[src/rtl/control_unit_if.sv]
// Control bundle between the sequencer and the 8-bit accumulator datapath.
// master = control_unit (drives loads/selects/write), slave = datapath (drives IR and stored flags).
interface control_unit_if;
  logic [7:0] IR;
  logic [3:0] CCR_Result;
  logic       IR_Load;
  logic       MAR_Load;
  logic       PC_Load;
  logic       PC_Inc;
  logic       A_Load;
  logic       B_Load;
  logic [2:0] ALU_Sel;
  logic       CCR_Load;
  logic [1:0] Bus1_Sel;
  logic [1:0] Bus2_Sel;
  logic       write;

  modport master (
    input  IR, CCR_Result,
    output IR_Load, MAR_Load, PC_Load, PC_Inc, A_Load, B_Load,
           ALU_Sel, CCR_Load, Bus1_Sel, Bus2_Sel, write
  );

  modport slave (
    output IR, CCR_Result,
    input  IR_Load, MAR_Load, PC_Load, PC_Inc, A_Load, B_Load,
           ALU_Sel, CCR_Load, Bus1_Sel, Bus2_Sel, write
  );
endinterface

[src/rtl/control_unit.sv]
// Moore FSM sequencing fetch/decode/execute for the accumulator datapath; outputs decode from state only.
// One state per clock, no backpressure: instructions take 4 (NOP) to 9 (direct load) cycles.
module control_unit (
  input  logic           Clk,
  input  logic           Reset,
  control_unit_if.master cu
);

  localparam logic [4:0] S_FETCH_0   = 5'd0,  S_FETCH_1   = 5'd1,  S_FETCH_2   = 5'd2,
                         S_DECODE_3  = 5'd3,  S_OPR_4     = 5'd4,  S_OPR_5     = 5'd5,
                         S_LDA_IMM_6 = 5'd6,  S_LDB_IMM_6 = 5'd7,  S_DIR_6     = 5'd8,
                         S_DIR_7     = 5'd9,  S_STA_7     = 5'd10, S_STB_7     = 5'd11,
                         S_LDA_DIR_8 = 5'd12, S_LDB_DIR_8 = 5'd13, S_BR_4      = 5'd14,
                         S_BR_5      = 5'd15, S_BR_6      = 5'd16, S_SKIP_4    = 5'd17,
                         S_ADD_4     = 5'd18, S_SUB_4     = 5'd19, S_AND_4     = 5'd20,
                         S_OR_4      = 5'd21;

  localparam logic [7:0] OP_LDA_IMM = 8'h86, OP_LDA_DIR = 8'h87, OP_LDB_IMM = 8'h88,
                         OP_LDB_DIR = 8'h89, OP_STA_DIR = 8'h96, OP_STB_DIR = 8'h97,
                         OP_ADD_AB  = 8'h42, OP_SUB_AB  = 8'h43, OP_AND_AB  = 8'h44,
                         OP_OR_AB   = 8'h45, OP_BRA     = 8'h20, OP_BEQ     = 8'h23,
                         OP_BNE     = 8'h24;

  logic [4:0] state_q, state_d;
  logic       z_flag;

  assign z_flag = cu.CCR_Result[2];

  always_ff @(posedge Clk) begin
    if (Reset) state_q <= S_FETCH_0;
    else       state_q <= state_d;
  end

  // Operand-phase states are shared across loads/stores; IR is stable until the next fetch, so it steers the split.
  always_comb begin
    state_d = S_FETCH_0;
    case (state_q)
      S_FETCH_0: state_d = S_FETCH_1;
      S_FETCH_1: state_d = S_FETCH_2;
      S_FETCH_2: state_d = S_DECODE_3;
      S_DECODE_3: begin
        case (cu.IR)
          OP_LDA_IMM, OP_LDB_IMM, OP_LDA_DIR,
          OP_LDB_DIR, OP_STA_DIR, OP_STB_DIR: state_d = S_OPR_4;
          OP_ADD_AB: state_d = S_ADD_4;
          OP_SUB_AB: state_d = S_SUB_4;
          OP_AND_AB: state_d = S_AND_4;
          OP_OR_AB:  state_d = S_OR_4;
          OP_BRA:    state_d = S_BR_4;
          OP_BEQ:    state_d = z_flag ? S_BR_4 : S_SKIP_4;
          OP_BNE:    state_d = z_flag ? S_SKIP_4 : S_BR_4;
          default:   state_d = S_FETCH_0;
        endcase
      end
      S_OPR_4: state_d = S_OPR_5;
      S_OPR_5: begin
        case (cu.IR)
          OP_LDA_IMM: state_d = S_LDA_IMM_6;
          OP_LDB_IMM: state_d = S_LDB_IMM_6;
          OP_LDA_DIR, OP_LDB_DIR, OP_STA_DIR, OP_STB_DIR: state_d = S_DIR_6;
          default:    state_d = S_FETCH_0;
        endcase
      end
      S_DIR_6: begin
        case (cu.IR)
          OP_STA_DIR:             state_d = S_STA_7;
          OP_STB_DIR:             state_d = S_STB_7;
          OP_LDA_DIR, OP_LDB_DIR: state_d = S_DIR_7;
          default:                state_d = S_FETCH_0;
        endcase
      end
      S_DIR_7: state_d = (cu.IR == OP_LDB_DIR) ? S_LDB_DIR_8 : S_LDA_DIR_8;
      S_BR_4:  state_d = S_BR_5;
      S_BR_5:  state_d = S_BR_6;
      default: state_d = S_FETCH_0;
    endcase
  end

  always_comb begin
    cu.IR_Load  = 1'b0;
    cu.MAR_Load = 1'b0;
    cu.PC_Load  = 1'b0;
    cu.PC_Inc   = 1'b0;
    cu.A_Load   = 1'b0;
    cu.B_Load   = 1'b0;
    cu.ALU_Sel  = 3'b000;
    cu.CCR_Load = 1'b0;
    cu.Bus1_Sel = 2'b00;
    cu.Bus2_Sel = 2'b00;
    cu.write    = 1'b0;
    case (state_q)
      S_FETCH_0, S_OPR_4, S_BR_4: begin
        cu.Bus2_Sel = 2'b01;
        cu.MAR_Load = 1'b1;
      end
      S_FETCH_1, S_OPR_5, S_SKIP_4: cu.PC_Inc = 1'b1;
      S_FETCH_2: begin
        cu.Bus2_Sel = 2'b10;
        cu.IR_Load  = 1'b1;
      end
      S_LDA_IMM_6, S_LDA_DIR_8: begin
        cu.Bus2_Sel = 2'b10;
        cu.A_Load   = 1'b1;
      end
      S_LDB_IMM_6, S_LDB_DIR_8: begin
        cu.Bus2_Sel = 2'b10;
        cu.B_Load   = 1'b1;
      end
      S_DIR_6: begin
        cu.Bus2_Sel = 2'b10;
        cu.MAR_Load = 1'b1;
      end
      S_STA_7: begin
        cu.Bus1_Sel = 2'b01;
        cu.write    = 1'b1;
      end
      S_STB_7: begin
        cu.Bus1_Sel = 2'b10;
        cu.write    = 1'b1;
      end
      S_BR_6: begin
        cu.Bus2_Sel = 2'b10;
        cu.PC_Load  = 1'b1;
      end
      S_ADD_4, S_SUB_4, S_AND_4, S_OR_4: begin
        cu.ALU_Sel  = (state_q == S_ADD_4) ? 3'b000 :
                      (state_q == S_SUB_4) ? 3'b001 :
                      (state_q == S_AND_4) ? 3'b010 : 3'b011;
        cu.A_Load   = 1'b1;
        cu.CCR_Load = 1'b1;
      end
      default: ;
    endcase
  end

endmodule

[src/flat_wrapper.sv]
// flat-port wrapper written by rule: the top's interface ports become plain ports
module control_unit_flat 
  (Clk, Reset, cu_IR, cu_CCR_Result, cu_IR_Load, cu_MAR_Load, cu_PC_Load, cu_PC_Inc, cu_A_Load, cu_B_Load, cu_ALU_Sel, cu_CCR_Load, cu_Bus1_Sel, cu_Bus2_Sel, cu_write);
  control_unit_if cu_i ();
  input  logic Clk;
  input  logic Reset;
  input wire logic [$bits(cu_i.IR)-1:0] cu_IR;
  input wire logic [$bits(cu_i.CCR_Result)-1:0] cu_CCR_Result;
  output wire logic [$bits(cu_i.IR_Load)-1:0] cu_IR_Load;
  output wire logic [$bits(cu_i.MAR_Load)-1:0] cu_MAR_Load;
  output wire logic [$bits(cu_i.PC_Load)-1:0] cu_PC_Load;
  output wire logic [$bits(cu_i.PC_Inc)-1:0] cu_PC_Inc;
  output wire logic [$bits(cu_i.A_Load)-1:0] cu_A_Load;
  output wire logic [$bits(cu_i.B_Load)-1:0] cu_B_Load;
  output wire logic [$bits(cu_i.ALU_Sel)-1:0] cu_ALU_Sel;
  output wire logic [$bits(cu_i.CCR_Load)-1:0] cu_CCR_Load;
  output wire logic [$bits(cu_i.Bus1_Sel)-1:0] cu_Bus1_Sel;
  output wire logic [$bits(cu_i.Bus2_Sel)-1:0] cu_Bus2_Sel;
  output wire logic [$bits(cu_i.write)-1:0] cu_write;
  assign cu_i.IR = cu_IR;
  assign cu_i.CCR_Result = cu_CCR_Result;
  assign cu_IR_Load = cu_i.IR_Load;
  assign cu_MAR_Load = cu_i.MAR_Load;
  assign cu_PC_Load = cu_i.PC_Load;
  assign cu_PC_Inc = cu_i.PC_Inc;
  assign cu_A_Load = cu_i.A_Load;
  assign cu_B_Load = cu_i.B_Load;
  assign cu_ALU_Sel = cu_i.ALU_Sel;
  assign cu_CCR_Load = cu_i.CCR_Load;
  assign cu_Bus1_Sel = cu_i.Bus1_Sel;
  assign cu_Bus2_Sel = cu_i.Bus2_Sel;
  assign cu_write = cu_i.write;
  control_unit u_core (.Clk(Clk), .Reset(Reset), .cu(cu_i));
endmodule
[config.mk]
export PLATFORM = sky130hd
export DESIGN_NAME = control_unit_flat
export DESIGN_NICKNAME = d
export VERILOG_FILES = /design/src/rtl/control_unit_if.sv /design/src/rtl/control_unit.sv /design/src/flat_wrapper.sv
export SDC_FILE = /design/constraint.sdc
export NUM_CORES = 1
export LEC_CHECK = 0
export ABC_AREA = 1
export CAP_MARGIN = 25
export CORE_UTILIZATION = 45
export CTS_CLUSTER_SIZE = 16
export DETAILED_ROUTE_END_ITERATION = 6
export GPL_TIMING_DRIVEN = 1
export PLACE_DENSITY = 0.84
export SLEW_MARGIN = 20
export SYNTH_ARGS = -nofsm -noshare
export SYNTH_HDL_FRONTEND = slang
export SYNTH_SLANG_ARGS = --single-unit
[constraint.sdc]
create_clock -name Clk -period 1.7 [get_ports Clk]
set_input_delay 0.34 -clock Clk [delete_from_list [all_inputs] [get_ports Clk]]
set_output_delay 0.34 -clock Clk [all_outputs]
set_load 0.005 [all_outputs]
==> impl_metrics.prom <==
# TYPE chip_impl_metric gauge
chip_impl_info{name="status",value="complete, but fails checks"} 1
chip_impl_metric{name="total_leakage_power",unit="uW"} 0.000850
chip_impl_info{name="timing.critical_path.slowest_stage_cell",value="sky130_fd_sc_hd__dfxtp_4"} 1
chip_impl_metric{name="critical_path_required",unit="ps"} 1360
chip_impl_metric{name="violation_count_after_the_first_detailed_routing_iteration",unit=""} 128
chip_impl_metric{name="final-hold-violation-count",unit=""} 0
chip_impl_metric{name="synthesis.nets",unit=""} 170
chip_impl_metric{name="synth.yosys.warnings",unit=""} 0
chip_impl_metric{name="wl",unit="mm"} 4.71
chip_impl_metric{name="worst-path-max-fanout",unit=""} 5
chip_impl_metric{name="grt_pass1_wl",unit="mm"} 5.14
chip_impl_metric{name="syn_avg_cell_area",unit="um2"} 5.32
chip_impl_metric{name="timing.final.max_slew_violations",unit=""} 0
chip_impl_metric{name="final.period_utilization",unit=""} 1.07
chip_impl_metric{name="time_the_final_worst_path_needs_with_i_o_delays_and_setup",unit="ps"} 1810
chip_impl_metric{name="vias_per_cell",unit=""} 6.07
chip_impl_metric{name="chipHeight",unit="um"} 44.9
chip_impl_metric{name="syn2layout_area_growth",unit="%"} 91.1
chip_impl_info{name="failed_checks",value="negative setup slack"} 1
chip_impl_metric{name="total_clock_buffers_created_by_cts",unit=""} 3
chip_impl_metric{name="synth_seq_cells",unit=""} 5
chip_impl_metric{name="floorplan.initialDensity",unit=""} 0.480
chip_impl_info{name="critical-path-top-delay-family",value="flip-flops"} 1
chip_impl_metric{name="final.hold.worst_slack",unit="ps"} 698
chip_impl_info{name="crit_path_start_kind",value="flop"} 1
chip_impl_metric{name="cp_num_buf_inv",unit=""} 4
chip_impl_metric{name="post_drt_wl_per_cell",unit="um"} 18.4
chip_impl_metric{name="instances_no_fill",unit=""} 256
chip_impl_metric{name="core_area",unit="um2"} 1730
chip_impl_info{name="rsz_0062_raised_after_global_routing",value="yes"} 1
chip_impl_metric{name="post-route-cell-area",unit="um2"} 1590
chip_impl_metric{name="first_pass_iters",unit=""} 5
chip_impl_metric{name="largest_net_degree_at_the_start_of_global_routing",unit=""} 8
chip_impl_metric{name="cts.reportedPaths.clkPinSlew",unit="ps"} 60
chip_impl_metric{name="drive_gt1_frac",unit=""} 0.515
chip_impl_metric{name="largest_register_ffs",unit=""} 5
chip_impl_metric{name="drt_drc_violations_left",unit=""} 0
chip_impl_info{name="ys_top_cells_by_area",value="sky130_fd_sc_hd__nand2_1, sky130_fd_sc_hd__nor2_1, sky130_fd_sc_hd__dfxtp_1"} 1
chip_impl_metric{name="timing.final.setup_violations",unit=""} 8
chip_impl_info{name="tritoncts",value="done"} 1
chip_impl_metric{name="die_w",unit="um"} 44.9
chip_impl_metric{name="cts_sinks",unit=""} 5
chip_impl_metric{name="clock_tree.htree_level_count",unit=""} 1
chip_impl_metric{name="finalWorstSetupSlack",unit="ps"} -115
chip_impl_metric{name="grt_antenna_before_repair",unit=""} 0
chip_impl_metric{name="critical_path_arrival",unit="ps"} 1470
chip_impl_metric{name="vdd_drop_max",unit="V"} 0.000595
chip_impl_metric{name="die_area",unit="um2"} 2020
chip_impl_metric{name="synth_seq_area_share",unit=""} 0.121
chip_impl_metric{name="yosysTopAreaCellShare",unit=""} 0.154
chip_impl_metric{name="dp_slack",unit="ps"} -183
chip_impl_metric{name="yosys.cell_types.count",unit=""} 23
chip_impl_metric{name="antenna_cells",unit=""} 0
chip_impl_metric{name="gp_congestion",unit=""} 0.900
chip_impl_metric{name="drv_cap",unit=""} 0
chip_impl_metric{name="vias",unit=""} 1553
chip_impl_info{name="critical_path.endpoint_type",value="output port"} 1
chip_impl_metric{name="grt_util_all_layers",unit=""} 0.354
chip_impl_metric{name="cts.hold.buffers_added",unit=""} 0
chip_impl_metric{name="io_buffer_count",unit=""} 24
chip_impl_metric{name="placement_rows",unit=""} 15
chip_impl_metric{name="critical_path.max_stage_delay",unit="ps"} 400
chip_impl_metric{name="post_synth_inst_count",unit=""} 156
chip_impl_metric{name="antenna_left",unit=""} 0
chip_impl_info{name="timing.critical_path.cells",value="inv_4 -> nor2_4 -> inv_2 -> o22ai_2 -> nand2_1 -> buf_4 -> nand4_1 -> buf_2"} 1
chip_impl_metric{name="placedCellCount",unit=""} 236
chip_impl_metric{name="io_pins",unit=""} 29
chip_impl_metric{name="dpl_cell_area",unit="um2"} 1330
chip_impl_metric{name="first_global_vias",unit=""} 1234
chip_impl_info{name="synth_top_area_cell",value="sky130_fd_sc_hd__nand2_1"} 1
chip_impl_info{name="setup.worst_path.class",value="flop to output port"} 1
chip_impl_info{name="root_cell_of_the_clock_tree",value="sky130_fd_sc_hd__clkbuf_4"} 1
chip_impl_metric{name="post-dp-hpwl",unit="mm"} 2.14
chip_impl_metric{name="worst_skew_pair.late_latency",unit="ps"} 270
chip_impl_metric{name="syn_area",unit="um2"} 830
chip_impl_metric{name="grt-ovfl-total",unit=""} 0
chip_impl_metric{name="power.density",unit="nW/um2"} 418
chip_impl_metric{name="clock.fmax",unit="MHz"} 551
chip_impl_metric{name="final.setup_skew",unit="ps"} 18.0
chip_impl_info{name="largest-register",value="u_core.state_q"} 1
chip_impl_metric{name="finalCoreUtilization",unit=""} 0.918
chip_impl_metric{name="clock_tree.buffer_depth",unit=""} 2
chip_impl_metric{name="final_net_count",unit=""} 246
chip_impl_info{name="largest_registers",value="u_core.state_q: 5 flops"} 1
chip_impl_info{name="hold_path_class",value="input port to flop"} 1
## report_power, final
group	total, uW	leakage, uW	internal [uW]	switching [uW]
combinational	361	0.000792	174	187
sequential	147	0.0000433	126	21.3
clock	153	0.0000150	89.6	63.8
## worst paths after layout
check | slack [ps] | startpoint | cells after the start | to
min | 700 | Reset | 2 | u_core.state_q[0]$_SDFF_PP0_
min reg2reg | 730 | u_core.state_q[4]$_SDFF_PP0_ | 4 | u_core.state_q[0]$_SDFF_PP0_
max | -110 | u_core.state_q[1]$_SDFF_PP0_ | 8 | cu_Bus2_Sel[1]
max reg2reg | -20 | u_core.state_q[1]$_SDFF_PP0_ | 10 | u_core.state_q[2]$_SDFF_PP0_
## per-stage QoR
| step | total power, uW | TNS, ps |
|---|---|---|
| final | 662 | -285 |
| after global routing | 679 | -1050 |
| after detailed placement | 384 | -1270 |
| after global placement | 377 | -721 |
| after floorplan | 241 | 0 |
| after CTS | 560 | -166 |
## cells in the final DEF (no fill, tap or decap), types with 4 or more instances in the layout
cell type / count
sky130_fd_sc_hd__nor2_2: 9
sky130_fd_sc_hd__nand2_1: 23
sky130_fd_sc_hd__clkbuf_2: 6
sky130_fd_sc_hd__dlymetal6s2s_1: 4
sky130_fd_sc_hd__nand3_1: 10
sky130_fd_sc_hd__buf_6: 4
sky130_fd_sc_hd__nor2_4: 6
sky130_fd_sc_hd__buf_4: 44
sky130_fd_sc_hd__clkdlybuf4s50_1: 6
sky130_fd_sc_hd__buf_2: 5
sky130_fd_sc_hd__nor2_1: 26
sky130_fd_sc_hd__nand2_2: 15
sky130_fd_sc_hd__nand4_1: 10
sky130_fd_sc_hd__inv_1: 16
sky130_fd_sc_hd__inv_2: 10
## synthesized netlist by cell type (all sizes together)
master	n
nand2	39
o311ai	1
o22ai	3
o21ai	3
nor3	4
dfxtp	5
nor2	41
a21oi	3
conb	1
and3	1
buf	1
nand4	11
o211ai	1
inv	28
nand3	14
## routing by layer
metal / global-route usage / routed length (um)
met1: 0.369 / 1630
met2: 0.620 / 2150
met3: 0.0720 / 492
met4: 0.261 / 438
met5: 0 / 0
## cells by family after synthesis
logic type | count (synthesis) | share of synthesized area
DFF | 5 | 0.121
AOI/OAI and AO/OA | 11 | 0.0784
buffers and inverters | 29 | 0.136
and+or+nand+nor | 110 | 0.661
other | 1 | 0.00452
## final cells by class
cell class,instances,area [um2]
multi-input combinational,122,737
tap,25,31.3
timing repair buffer,72,568
fill,76,141
sequential,5,113
clock buffer,4,26.3
inverter,28,110
## what timing repair did
action | CTS | global route
pin swaps | 4 | 8
buffers inserted | 6 | 10
setup endpoints to repair | 14 | 14
resized for setup | 52 | 48
hold endpoints to repair | 0 | 0
No activity file was read; power rests on OpenSTA's default activity.
